<file path="config.mk">
export PLATFORM = sky130hd
export DESIGN_NAME = mem_port_arbiter
export DESIGN_NICKNAME = d
export VERILOG_FILES = /design/src/rtl/mem_port_arbiter.sv
export SDC_FILE = /design/constraint.sdc
export NUM_CORES = 1
export LEC_CHECK = 0
export CAP_MARGIN = 20
export CELL_PAD_IN_SITES_DETAIL_PLACEMENT = 0
export CELL_PAD_IN_SITES_GLOBAL_PLACEMENT = 1
export CORE_MARGIN = 2
export CORE_UTILIZATION = 45
export DETAILED_ROUTE_END_ITERATION = 10
export DONT_BUFFER_PORTS = 1
export PLACE_DENSITY = 0.76
export SYNTH_ARGS = -nofsm -noshare
export SYNTH_HDL_FRONTEND = slang
export SYNTH_SLANG_ARGS = --single-unit
</file>
<file path="constraint.sdc">
create_clock -name i_aclk -period 2.8 [get_ports i_aclk]
set_clock_uncertainty 0.2 [all_clocks]
set_input_delay 0.42 -clock i_aclk [delete_from_list [all_inputs] [get_ports i_aclk]]
set_output_delay 0.42 -clock i_aclk [all_outputs]
set_load 0.02 [all_outputs]
</file>
<file path="src/rtl/mem_port_arbiter.sv">
// Shares one external memory port between the instr and data refill controllers.
// Transaction-granular arbitration: data wins unless instr has waited MAX_HOLD grants.
//
// state | meaning
// IDLE  | no owner; sample requests and grant
// ADDR  | address phase valid, waiting for i_mem_ready
// XFER  | counting data beats; writes also wait for i_wr_resp
// DONE  | one-cycle done pulse to the owner, grant still held
module mem_port_arbiter #(
  parameter int ADDR_SIZE = 32,
  parameter int LEN_W     = 8,
  parameter int MAX_HOLD  = 4
) (
  input  logic                 i_aclk,
  input  logic                 i_areset_n,
  input  logic                 i_instr_req,
  input  logic [ADDR_SIZE-1:0] i_instr_addr,
  input  logic [LEN_W-1:0]     i_instr_len,
  output logic                 o_instr_gnt,
  output logic                 o_instr_done,
  input  logic                 i_data_req,
  input  logic                 i_data_we,
  input  logic [ADDR_SIZE-1:0] i_data_addr,
  input  logic [LEN_W-1:0]     i_data_len,
  output logic                 o_data_gnt,
  output logic                 o_data_done,
  output logic                 o_mem_valid,
  input  logic                 i_mem_ready,
  output logic                 o_mem_we,
  output logic [ADDR_SIZE-1:0] o_mem_addr,
  output logic [LEN_W-1:0]     o_mem_len,
  output logic                 o_mem_id,
  input  logic                 i_beat_valid,
  input  logic                 i_beat_last,
  input  logic                 i_wr_resp,
  output logic                 o_len_err
);

  localparam int BEAT_W = LEN_W + 1;
  localparam logic [3:0] HOLD_MAX = 4'(MAX_HOLD);

  typedef enum logic [1:0] {S_IDLE, S_ADDR, S_XFER, S_DONE} state_t;

  state_t            state;
  logic [3:0]        hold_cnt;
  logic [BEAT_W-1:0] beat_cnt;
  logic              last_seen;

  logic              pick_instr;
  logic [BEAT_W-1:0] len_p1;
  logic [BEAT_W-1:0] beat_nxt;

  always_comb begin
    pick_instr = i_instr_req && (!i_data_req || hold_cnt == HOLD_MAX);
    len_p1     = {1'b0, o_mem_len} + BEAT_W'(1);
    beat_nxt   = beat_cnt + BEAT_W'(1);
  end

  always_ff @(posedge i_aclk or negedge i_areset_n) begin
    if (!i_areset_n) begin
      state        <= S_IDLE;
      hold_cnt     <= '0;
      beat_cnt     <= '0;
      last_seen    <= 1'b0;
      o_instr_gnt  <= 1'b0;
      o_instr_done <= 1'b0;
      o_data_gnt   <= 1'b0;
      o_data_done  <= 1'b0;
      o_mem_valid  <= 1'b0;
      o_mem_we     <= 1'b0;
      o_mem_addr   <= '0;
      o_mem_len    <= '0;
      o_mem_id     <= 1'b0;
      o_len_err    <= 1'b0;
    end else begin
      case (state)
        S_IDLE: begin
          if (!i_instr_req) hold_cnt <= '0;
          if (pick_instr) begin
            o_instr_gnt <= 1'b1;
            o_mem_id    <= 1'b0;
            o_mem_we    <= 1'b0;
            o_mem_addr  <= i_instr_addr;
            o_mem_len   <= i_instr_len;
            o_mem_valid <= 1'b1;
            hold_cnt    <= '0;
            state       <= S_ADDR;
          end else if (i_data_req) begin
            o_data_gnt  <= 1'b1;
            o_mem_id    <= 1'b1;
            o_mem_we    <= i_data_we;
            o_mem_addr  <= i_data_addr;
            o_mem_len   <= i_data_len;
            o_mem_valid <= 1'b1;
            if (i_instr_req && hold_cnt < HOLD_MAX) hold_cnt <= hold_cnt + 4'd1;
            state       <= S_ADDR;
          end
        end
        S_ADDR: begin
          if (i_mem_ready) begin
            o_mem_valid <= 1'b0;
            beat_cnt    <= '0;
            last_seen   <= 1'b0;
            state       <= S_XFER;
          end
        end
        S_XFER: begin
          if (i_beat_valid && !last_seen) begin
            beat_cnt <= beat_nxt;
            if (i_beat_last) begin
              if (beat_nxt != len_p1) o_len_err <= 1'b1;
              // a write response coinciding with the last beat closes the write at once
              if (!o_mem_we || i_wr_resp) begin
                o_instr_done <= !o_mem_id;
                o_data_done  <= o_mem_id;
                state        <= S_DONE;
              end else begin
                last_seen <= 1'b1;
              end
            end else if (beat_nxt > len_p1) begin
              o_len_err <= 1'b1;
            end
          end else if (last_seen && i_wr_resp) begin
            o_instr_done <= !o_mem_id;
            o_data_done  <= o_mem_id;
            state        <= S_DONE;
          end
        end
        S_DONE: begin
          o_instr_done <= 1'b0;
          o_data_done  <= 1'b0;
          o_instr_gnt  <= 1'b0;
          o_data_gnt   <= 1'b0;
          state        <= S_IDLE;
        end
        default: state <= S_IDLE;
      endcase
    end
  end

endmodule
</file>
Word level (Yosys, flattened, before mapping)
Cells that the tools add are included.
{"block": "word_totals", "register_bits": 64, "latchBits": 0, "mem_bits_rw": 0, "mem_bits_ro": 0, "inputBits": 89, "out_inout_bits": 48, "wordCells": 109, "n_memories": 0}
{"block": "classes", "n_addsub": 3, "n_mul": 0, "div_mod_pow": 0, "order_cmp": 2, "n_eq_ne": 17, "n_shift": 0, "n_mux": 47, "bitwise_logic": 0, "reduce_logical": 26}
{"op": "$mux W32", "count": 2}
{"op": "$mux W1", "count": 22}
{"op": "$mux W9", "count": 2}
{"op": "$pmux W9 S2", "count": 1}
{"op": "$mux W4", "count": 4}
{"op": "$mux W8", "count": 2}
{"op": "$mux W2", "count": 7}
{"op": "$ne A2 B2 Y1 const B", "count": 7}
{"op": "$ne A3 B3 Y1 const B", "count": 4}
{"op": "$pmux W1 S2", "count": 6}
{"op": "$reduce_bool A2 Y1", "count": 6}
{"op": "$reduce_and A5 Y1", "count": 2}
{"op": "$add A8 B1 Y9 const B", "count": 1}
{"op": "$add A9 B1 Y9 const B", "count": 1}
{"op": "$gt A9 B9 Y1", "count": 1}
{"op": "$ne A9 B9 Y1", "count": 1}
{"op": "$reduce_and A3 Y1", "count": 3}
{"op": "$pmux W2 S4", "count": 1}
{"op": "$reduce_and A4 Y1", "count": 2}
{"op": "$add A4 B1 Y4 const B", "count": 1}
{"op": "$eq A2 B2 Y1 const B", "count": 2}
{"op": "$eq A4 B3 Y1 const B", "count": 1}
{"op": "$logic_and A1 B1 Y1", "count": 4}
{"op": "$logic_not A1 Y1", "count": 4}
{"op": "other kinds (6)", "count": 8}

Depth between registers and ports, before layout
Gate-level depths: netlist (run 1).
{"block": "logic_depth", "ltp_word": 6, "mapped_depth": 9, "ltp_nobuf": 9}

Least setup slack after synthesis (run 1)
Ideal clock, no wire load.
{"block": "synth_timing", "kind": "flip-flop to flip-flop", "from": "register o_mem_len[4]", "to": "register o_len_err", "setup_ns": 0.132, "t_arrival_ns": 1.840, "t_required_ns": 2.468, "slack_ns": 0.629, "stages_incl_launch_ff": 10, "n_path_buf": 0, "period_less_slack_ns": 2.171, "cell_sequence": "dfrtp_1 -> and3_1 -> and2_1 -> and4_1 -> xnor2_1 -> ha_1 -> nand4_1 -> nor2_1 -> a21oi_1 -> a2bb2oi_1"}
{"block": "synth_between", "elab_chain_cells": 4, "word_cells_on_any_way": 6, "cone_classes": "1 x add/sub; 1 x order compare; 2 x eq/ne; 2 x reduce/logical"}
{"item": "start, declared", "line": "31", "rtl": "output logic [LEN_W-1:0] o_mem_len,"}
{"item": "start signal, assigned", "line": "84", "rtl": "o_mem_len <= i_instr_len;"}
{"item": "start signal, assigned", "line": "93", "rtl": "o_mem_len <= i_data_len;"}
{"item": "$add A8 B1 Y9 *", "line": "55", "rtl": "len_p1 = {1'b0, o_mem_len} + BEAT_W'(1);"}
{"item": "$gt A9 B9 Y1 or $ne A9 B9 Y1 (tied branches)", "line": "120, 111"}
{"item": "$reduce_bool A2 Y1 (no line) or $ne A2 B1 Y1 (tied branches)"}
{"item": "$reduce_and A4 Y1 (no line) *"}
{"item": "end signal, assigned", "line": "74", "rtl": "o_len_err <= 1'b0;"}
{"item": "end signal, assigned", "line": "111", "rtl": "if (beat_nxt != len_p1) o_len_err <= 1'b1;"}
{"item": "end signal, assigned", "line": "121", "rtl": "o_len_err <= 1'b1;"}
{"item": "end, declared", "line": "36", "rtl": "output logic o_len_err"}
Every way passes the cells marked *; elsewhere a longest branch is shown, timed or not.
A chain may end at the register's enable or synchronous reset.

Worst setup path after layout (run 1)
{"block": "layout_timing", "from": "register beat_cnt[0]", "to": "register o_len_err"}
{"block": "layout_between", "elab_chain_cells": 4, "word_cells_on_any_way": 6, "cone_classes": "1 x add/sub; 1 x order compare; 2 x eq/ne; 2 x reduce/logical"}
{"item": "start, declared", "line": "46", "rtl": "logic [BEAT_W-1:0] beat_cnt;"}
{"item": "start signal, assigned", "line": "109", "rtl": "beat_cnt <= beat_nxt;"}
{"item": "$add A9 B1 Y9 *", "line": "56", "rtl": "beat_nxt = beat_cnt + BEAT_W'(1);"}
{"item": "$gt A9 B9 Y1 or $ne A9 B9 Y1 (tied branches)", "line": "120, 111"}
{"item": "$reduce_bool A2 Y1 (no line) or $ne A2 B1 Y1 (tied branches)"}
{"item": "$reduce_and A4 Y1 (no line) *"}
Marked as above.

==> results of run 1 <==
-- per-stage QoR --
step / hold WS [ps] / area (um2) / std cells / util / worst slack [ps]
final: 23.1 / 3790 / 463 / 0.495 / 415
after global routing: 20.4 / 3790 / 463 / 0.495 / 128
after CTS: 11.3 / 3790 / 463 / 0.495 / 374
after detailed placement: -73.9 / 3600 / 446 / 0.470 / 385
after global placement: -73.4 / 3600 / 446 / 0.470 / 519
after floorplan: -75.6 / 3530 / 357 / - / 629
-- registers in the layout, summed over array words and instances, names as in the netlist, 2 cells and up --
name / flops
o_mem_addr: 32
hold_cnt: 4
o_mem_len: 8
beat_cnt: 9
state: 2
-- cells in the mapped netlist (3+ instances only) --
library cell | instances | area [um2]
nand4_1 | 3 | 18.8
a21oi_1 | 7 | 35.0
mux2i_1 | 42 | 420
o21ai_0 | 7 | 35.0
buf_12 | 4 | 80.1
inv_1 | 8 | 30.0
xor2_1 | 4 | 35.0
nand2_1 | 63 | 236
a31oi_1 | 7 | 43.8
and4_1 | 3 | 26.3
nor2_1 | 12 | 45.0
clkbuf_1 | 8 | 30.0
nand3_1 | 10 | 50.1
xnor2_1 | 9 | 78.8
dfrtp_1 | 64 | 1600
o21ai_1 | 45 | 225
a22o_1 | 4 | 35.0
and3_1 | 4 | 25.0
buf_2 | 5 | 25.0
ha_1 | 17 | 213
nor2b_1 | 3 | 18.8
nand2b_1 | 3 | 18.8
-- worst reg2reg max path: cells and delay by family, from the launching register on --
kind	cells	cell delay, ps
compound gates	3	330
fa+ha+maj	2	540
simple gates	3	550
xor+xnor	1	220
flops	1	430
-- metal layers --
layer	vias to the layer above	track usage
met5	-	0
met4	0	0.0625
met3	6	0.0602
met2	87	0.293
met1	1151	0.234
li1	1250	-
-- power groups by stage --
stage               sequential (mW)  clock, mW  combinational [mW]
floorplan                      1.98          0                1.08
global placement               2.07          0                1.32
detailed placement             2.07          0                1.36
CTS                            2.07      0.678                1.38
global route                   2.11      0.722                1.59
finish                         2.06      0.656                1.35
-- logic make-up after synthesis --
group | Yosys count | synth area share
multiplexers | 43 | 0.122
AND/OR/NAND/NOR | 111 | 0.148
flip-flops | 64 | 0.453
buffers and inverters | 27 | 0.0510
AO/OA/AOI/OAI | 82 | 0.133
adder cells (fa/ha/maj) | 17 | 0.0602
XOR/XNOR | 13 | 0.0322
-- area by class of cell --
class	count	area (um2)
clock buffer	11	131
clock inverter	4	22.5
fill	715	3860
inverter	9	33.8
multi-input combinational	266	1770
sequential	64	1600
tap	102	128
timing repair buffer	7	100
-- path summary, 6_finish.rpt --
| path | to | cells after the start |
|---|---|---|
| min in group asynchronous | o_data_done | 2 |
| worst min-delay path | o_mem_we | 2 |
| worst max-delay path | o_len_err | 9 |
| worst min register to register | beat_cnt[8] | 1 |
| max in group asynchronous | o_mem_len[0] | 2 |
| worst max register to register | o_len_err | 9 |
==> results.md, run 1 <==
- Commonest non-fill, non-tap cells in the layout: dfrtp_1 (64), nand2_1 (63), o21ai_1 (44)
- Pwr Total: 4.07 mW
- Crit-path max cell delay: 430 ps
- HP Start: i_data_we
- CTS sink cnt: 64
- Yosys reg bits: 64
- N_diodes: 0
- Critical path data arrival time: 2400 ps
- P_sw: 1.87 mW
- Synth cell types: 45
- CTS root buf: clkbuf_8
- Core ar.: 0.00765 mm2
- Ys Warns: 0
- CTS clk-pin slew, worst paths: 70 ps
- Antenna Nets Post-Route: 0
- Cell mode on critical path: ha_1
- Comb pwr share: 0.332
- Vias: 2,494
- CP max FO: 6
- DR vias/cell: 5.39
- Period minus WS final: between 2000 and 2500 ps
- Commonest non-fill, non-tap cell in the layout: dfrtp_1
- Max-slew headroom: 0.422
- Setup crit start: beat_cnt[0]
- Number of synthesized flops with an enable pin: 0
- Post-Syn Nets: roughly 460
- Placement row count: 32
- Max-cap viol count: 0
- Worst slew pin tran: 864 ps
- Avg WL per Cell: between 15 and 20 um
- CP max-delay cell: dfrtp_1
- Unrepaired setup endpoints after global routing: no
- Nets: 463
- Initial core utilization: 0.462
- Final GP Congestion: slightly below 0.8
- Critical path buffers and inverters: 0
- H-Tree Depth: 3
- Primary FF master, synth: dfrtp_1
- Total track usage: 0.183
- Power share of the clock group: 0.161
- Top Layer Used: met4
- Largest delay share family, worst path: simple AND/OR/NAND/NOR gates
- Cts bufs inserted: 9
- Post-Syn Instances: 357
- Largest net degree at the start of global routing: 65
- Clock buffer depth: 2
- Cell internal pwr: 2.20 mW
- Crit. End Element: flip-flop
- Initial antenna violation count: 0
- Layout cells sized above 1: 0.0748
- Hold Violations, Final: 0
- Post-synthesis sequential area ratio: 0.453
- Worst Hold Class: in2reg
- Worst EP required: 2810 ps
- Startpoint Class: flip-flop
- Outcome: completed
- Top-level port count: 137
- R2R Setup Slk: a little over 400 ps
- Final Max Slew Viols: 0
- Die ar.: 0.00858 mm2
- Post-CTS Setup Bufs: 0
- Setup TNS: 0 ps
- Vias in the first global route: between 2,000 and 2,500
- Syn Area/Cell: 9.90 um2
- PwrDens: 1070 mW/mm2
- Drt total wl: between 7 and 8 mm
- Hpwl dp: 5.45 mm
- Met2 wire len: ~3.6 mm
- Grt total ovfl: 0
- Async SR Flop Fraction: 1.00
- CTS tree: built
- Period utilization: 0.852
- Worst-path cell chain: ha_1 > and3_1 > nand3_1 > xnor2_1 > ha_1 > a21oi_1 > o21ai_0 > nor4_1 > a2bb2oi_1
- Die X: 92.6 um
- Post-CTS Resized: 0
- Die Y: 92.6 um
- Flop pwr share: 0.507
- Pre-Repair DR Iteration Count: 4
- First-pass GRT wire length: 12.2 mm
- F_max: 419 MHz
- Area grow syn2layout: 7.19%
- Final setup viols: 0
- WL met1: ~3.3 mm
- Leak Pwr: 1.72 nW
- Critical path class: reg2reg
- VDD IR max: around 0.00045 V
- Met3 wire len: roughly 460 um
- Switching Fraction: 0.459
- PortBufs: 0
- Initial DRC Count: 43
- Residual DRC: 0
- Worst skew pair latency: 330 ps
- Post-cts hold buffer count: 2
- Post-Syn Area: 0.00353 mm2
- Critical register-to-register path startpoint: beat_cnt[0]
Power figures use the tool's default switching activity.
==> run 2: changes to the inputs <==
--- a/config.mk
+++ b/config.mk
@@ -9,10 +9,10 @@
 export CELL_PAD_IN_SITES_DETAIL_PLACEMENT = 0
 export CELL_PAD_IN_SITES_GLOBAL_PLACEMENT = 1
 export CORE_MARGIN = 2
-export CORE_UTILIZATION = 45
+export CORE_UTILIZATION = 47
 export DETAILED_ROUTE_END_ITERATION = 10
 export DONT_BUFFER_PORTS = 1
-export PLACE_DENSITY = 0.76
+export PLACE_DENSITY = 0.79
 export SYNTH_ARGS = -nofsm -noshare
 export SYNTH_HDL_FRONTEND = slang
 export SYNTH_SLANG_ARGS = --single-unit
==> run 2 against run 1 <==
  * Power rose by 1.9%
  * Clock power rose by 12%
  * Cell count fell by 0.86%
  * Core utilization rose by 2.9 points
  * Global-route usage rose by 0.58 points
  * First-iteration DRC count rose by 130%
==> results.md, run 2 (same netlist as run 1, synthesis figures left out) <==
- Initial DRC Count: 101 (was 43)
- DR vias/cell: 5.52 (was 5.39)
- Commonest non-fill, non-tap cell in the layout: dfrtp_1 (unchanged)
- Residual DRC: 0 (unchanged)
- Die Y: 90.7 um (was 92.6 um)
- Worst skew pair latency: 330 ps (about the same)
- Reg2Reg Depth: 9 (unchanged)
- Final hold slack: 27.9 ps (was 23.1 ps)
- Pre-Repair DR Iteration Count: 4 (unchanged)
- Reg-to-Reg End: o_len_err (unchanged)
- Nets: 463 (unchanged)
- Fill cells: 697 (was 715)
- Outcome: completed (unchanged)
- Worst slew pin tran: 470 ps (was 864 ps)
- CP max FO: 6 (unchanged)
- Setup crit start: beat_cnt[0] (unchanged)
- Critical register-to-register path startpoint: beat_cnt[0] (unchanged)
- F_max: 426 MHz (was 419 MHz)
- PwrDens: 1090 mW/mm2 (was 1070 mW/mm2)
- PortBufs: 0 (unchanged)
- Core ar.: 0.00725 mm2 (was 0.00765 mm2)
- CTS root buf: clkbuf_8 (unchanged)
- Critical path class: reg2reg (unchanged)
- Commonest non-fill, non-tap cells in the layout: dfrtp_1 (64), nand2_1 (63), o21ai_1 (44) (unchanged)
- Layout cells sized above 1: 0.0750 (was 0.0748)
- Clock buffer depth: 2 (unchanged)
- Antenna Nets Post-Route: 0 (unchanged)
- WHS Endpoint: hold_cnt[3] (was o_mem_we)
- Leak Pwr: 1.73 nW (was 1.72 nW)
- Vias in the first global route: 2,559 (was 2,489)
- CTS sink cnt: 64 (unchanged)
- Crit. End Element: flip-flop (unchanged)
- Largest register FFs: 32 (unchanged)
- Worst EP required: 2810 ps (about the same)
- Largest net degree at the start of global routing: 65 (unchanged)
- VDD IR max: 0.000445 V (was 0.000451 V)
- Final GP Congestion: 0.768 (was 0.772)
- Max-slew headroom: 0.686 (was 0.422)
- Cts bufs inserted: 9 (unchanged)
- R2R Setup Slk: 450 ps (was 410 ps)
- Final Max Slew Viols: 0 (unchanged)
- Initial core utilization: 0.487 (was 0.462)
- N_diodes: 0 (unchanged)
- Top reg by flops: o_mem_addr (unchanged)
- CTS clk-pin slew, worst paths: 70 ps (about the same)
- Post-cts hold buffer count: 2 (unchanged)
- Largest regs: o_mem_addr (32), beat_cnt (9), o_mem_len (8) (unchanged)
- Sequential Area: 0.00160 mm2 (unchanged)
- Worst hold path cell count: 2 (unchanged)
- Final Core Density: 0.525 (was 0.495)
- WL met1: 3.05 mm (was 3.26 mm)
- Met2 wire len: 3.62 mm (was 3.57 mm)
- CTS tree: built (unchanged)
- Finished layout cell area: 0.00380 mm2 (was 0.00379 mm2)
- Die ar.: 0.00823 mm2 (was 0.00858 mm2)
- Final setup viols: 0 (unchanged)
- Period minus WS final: 2350 ps (was 2390 ps)
- Vias: 2,535 (was 2,494)
- Total track usage: 0.189 (was 0.183)
- Area grow syn2layout: 7.68% (was 7.19%)
- Hold Violations, Final: 0 (unchanged)
- Post-CTS Resized: 0 (unchanged)
- Period utilization: 0.838 (was 0.852)
- Unrepaired setup endpoints after global routing: no (unchanged)
- H-Tree Depth: 3 (unchanged)
- Max-cap viol count: 0 (unchanged)
- Placed cell area: 0.00357 mm2 (was 0.00360 mm2)
- Hpwl dp: 5.47 mm (was 5.45 mm)
- Avg WL per Cell: 16.1 um (was 15.9 um)
- Setup TNS: 0 ps (unchanged)
- Startpoint Class: flip-flop (unchanged)
- Top-level port count: 137 (unchanged)
- First-pass GRT wire length: 12.3 mm (was 12.2 mm)
- Critical path data arrival time: 2360 ps (was 2400 ps)
- Initial antenna violation count: 0 (unchanged)
- Worst Hold Class: in2reg (unchanged)
- Pwr Total: 4.15 mW (was 4.07 mW)
- Grt total ovfl: 0 (unchanged)
- HP Start: i_data_req (was i_data_we)
- Die X: 90.7 um (was 92.6 um)
- Placement row count: 31 (was 32)
- Met3 wire len: 621 um (was 462 um)
- Drt total wl: 7.39 mm (was 7.37 mm)
- Multi-input logic area: 0.00177 mm2 (unchanged)
- Post-CTS Setup Bufs: 0 (unchanged)
- Top Layer Used: met4 (unchanged)
-- run 2: cell count changes in the layout (fill, tap and decap cells not counted) --
cell / previous run / this run
bufinv_16: 0 / 1
clkbuf_1: 2 / 1
clkinv_2: 3 / 2
-- run 2: through the flow --
| stage | setup slack, ps | cells |
|---|---|---|
| floorplan | 629 | 357 |
| global placement | 532 | 442 |
| detailed placement | 445 | 442 |
| CTS | 441 | 458 |
| global route | 217 | 459 |
| finish | 452 | 459 |
-- run 2: layout make-up --
type	count	area share
multi-input combinational	266	0.465
sequential	64	0.421
clock buffer	10	0.0335
tap	99	0.0326
timing repair buffer	7	0.0263
clock inverter	4	0.0125
inverter	9	0.00888
-- run 2: critical path, stage by stage, from the launching register on --
cell and delay [ps]:
dfrtp_1 430, ha_1 260, and3_1 240, nand3_1 110
xnor2_1 200, ha_1 280, a21oi_1 140, o21ai_0 100
nor4_1 170, a2bb2oi_1 90
-- run 2: metal layers --
layer,global-route usage,up-vias
met3,0.0543,10
met2,0.318,102
met1,0.228,1168
met4,0.0731,0
li1,-,1255
met5,0,-
-- run 2: where the power goes --
part | internal [mW] | switching [mW] | leakage [nW]
sequential | 1.31 | 0.765 | 0.804
clock | 0.398 | 0.334 | 0.0880
combinational | 0.575 | 0.764 | 0.837
total | 2.28 | 1.86 | 1.73
-- run 2: worst max path at each step --
stage / to / slack, ps
2_1_floorplan: o_len_err / 630
3_3_place_gp: o_len_err / 530
3_5_place_dp: o_len_err / 450
4_1_cts: o_len_err / 440
5_1_grt: o_len_err / 220
6_report: o_len_err / 450
==> run 3: changes to the inputs <==
==> constraint.sdc (replaced) <==
create_clock -name i_aclk -period 2.2 [get_ports i_aclk]
set_clock_uncertainty 0.2 [all_clocks]
set_input_delay 0.33 -clock i_aclk [delete_from_list [all_inputs] [get_ports i_aclk]]
set_output_delay 0.33 -clock i_aclk [all_outputs]
set_load 0.02 [all_outputs]
==> run 3 against run 2 <==
  * Combinational power is 59% higher
  * Critical path depth increased by 1
  * Highest routed layer unchanged
  * Worst setup slack lost 410 ps
==> results.md, run 3 (same netlist as run 1, synthesis figures left out) <==
- Placed Instances: 455 (was 442)
- Startpoint Class: flip-flop (unchanged)
- Setup TNS: 0 ps (unchanged)
- Initial antenna violation count: 0 (unchanged)
- CTS clk-pin slew, worst paths: 70 ps (about the same)
- Largest register FFs: 32 (unchanged)
- Period utilization: 0.981 (was 0.838)
- Initial DRC Count: 114 (was 101)
- Vias: 2,944 (was 2,535)
- F_max: 464 MHz (was 426 MHz)
- N_diodes: 0 (unchanged)
- H-Tree Depth: 3 (unchanged)
- Antenna Nets Post-Route: 0 (unchanged)
- Layout cells sized above 1: 0.116 (was 0.0750)
- Max-slew headroom: 0.706 (was 0.686)
- PortBufs: 0 (unchanged)
- Worst Hold Class: in2reg (unchanged)
- Post-route insts no fill: 546 (was 459)
- VDD IR max: 0.000566 V (was 0.000445 V)
- CTS tree: built (unchanged)
- Avg WL per Cell: 16.5 um (was 16.1 um)
- Period minus WS final: 2160 ps (was 2350 ps)
- Commonest non-fill, non-tap cell in the layout: dlygate4sd3_1 (was dfrtp_1)
- Clock buffer depth: 2 (unchanged)
- Top reg by flops: o_mem_addr (unchanged)
- Worst skew pair latency: 330 ps (about the same)
- Top-level port count: 137 (unchanged)
- Unrepaired setup endpoints after global routing: yes (was no)
- Fill cells: 588 (was 697)
- Critical path data arrival time: 2170 ps (was 2360 ps)
- Grt total ovfl: 0 (unchanged)
- Leak Pwr: 2.10 nW (was 1.73 nW)
- Residual DRC: 0 (unchanged)
- Largest regs: o_mem_addr (32), beat_cnt (9), o_mem_len (8) (unchanged)
- CTS sink cnt: 64 (unchanged)
- Hpwl dp: 5.56 mm (was 5.47 mm)
- Area grow syn2layout: 32.8% (was 7.68%)
- Final GP Congestion: 0.785 (was 0.768)
- Largest net degree at the start of global routing: 65 (unchanged)
- Outcome: completed (unchanged)
- Drt total wl: 9.03 mm (was 7.39 mm)
- CTS root buf: clkbuf_8 (unchanged)
- PwrDens: 1180 mW/mm2 (was 1090 mW/mm2)
- Final hold slack: 13.3 ps (was 27.9 ps)
- Initial core utilization: 0.487 (unchanged)
- Final Max Slew Viols: 0 (unchanged)
- DR vias/cell: 5.39 (was 5.52)
- Crit. End Element: flip-flop (unchanged)
- Worst slew pin tran: 440 ps (was 470 ps)
- Hold Violations, Final: 0 (unchanged)
- Placement row count: 31 (unchanged)
- Die Y: 90.7 um (unchanged)
- Max-cap viol count: 0 (unchanged)
- R2R Setup Slk: 40 ps (was 450 ps)
- Die X: 90.7 um (unchanged)
- CP max FO: 4 (was 6)
- Final setup viols: 0 (unchanged)
- Pre-Repair DR Iteration Count: 4 (unchanged)
- First-pass GRT wire length: 15.1 mm (was 12.3 mm)
- Nets: 549 (was 463)
- Worst EP required: 2210 ps (was 2810 ps)
- Core ar.: 0.00725 mm2 (unchanged)
- Vias in the first global route: 3,096 (was 2,559)
- Critical path class: reg2reg (unchanged)
- Total track usage: 0.230 (was 0.189)
- Die ar.: 0.00823 mm2 (unchanged)
- Cts bufs inserted: 9 (unchanged)
- Commonest non-fill, non-tap cells in the layout: dlygate4sd3_1 (73), dfrtp_1 (64), nand2_1 (63) (was dfrtp_1 (64), nand2_1 (63), o21ai_1 (44))
-- run 3: critical path, stage by stage, from the launching register on --
cell	delay [ps]
dfrtp_1	360
ha_2	190
and3_4	210
nand3_4	110
xnor2_4	180
ha_4	280
buf_6	80
nand4_1	130
nor2_2	120
a21oi_2	60
a2bb2oi_1	120
-- run 3: worst paths after layout --
kind                            cells past startpoint            end           start
worst max register to register                     10      o_len_err     beat_cnt[0]
min in group asynchronous                           2    beat_cnt[4]      i_areset_n
max in group asynchronous                           2   o_mem_len[5]      i_areset_n
worst min-delay path                                2  o_mem_addr[5]  i_data_addr[5]
worst max-delay path                               10      o_len_err     beat_cnt[0]
worst min register to register                      1    beat_cnt[8]     beat_cnt[8]
-- run 3: through the flow --
step / power, mW / area, um2 / setup slack [ps] / util
floorplan: 3.90 / 3530 / 28.8 / -
global placement: 4.38 / 3670 / 64.6 / 0.506
detailed placement: 4.45 / 3670 / 0.843 / 0.506
CTS: 5.50 / 4620 / 35.4 / 0.637
global route: 6.01 / 4690 / -114 / 0.647
finish: 5.56 / 4690 / 42.5 / 0.647
-- run 3: cell type report --
cell class	instances	area, um2	share of cell area
multi-input cells	266	1840	0.393
flip-flops and latches	64	1600	0.341
clock buffers	12	155	0.0331
well taps	99	124	0.0264
repair buffers	93	917	0.196
clock inverters	3	17.5	0.00373
inverters	9	33.8	0.00720
-- run 3: routing by layer --
layer  up-vias  wire length (um)  track usage
met5         -                 0            0
met1      1393              3710        0.278
met2       114              4530        0.389
li1       1424                 -            -
met4         0               180       0.0923
met3        13               607       0.0609
-- run 3: power by group --
part           internal, mW  total, mW  switching (mW)
registers              1.67       2.54           0.866
clock network         0.461      0.894           0.434
logic                 0.930       2.13            1.20
-- run 3: what timing repair did --
item	CTS	global route
gates resized for setup	2	12
endpoints found under the hold margin	102	0
buffers inserted	1	1
pin swaps	0	9
hold buffers	74	0
endpoints found under the setup margin	1	3
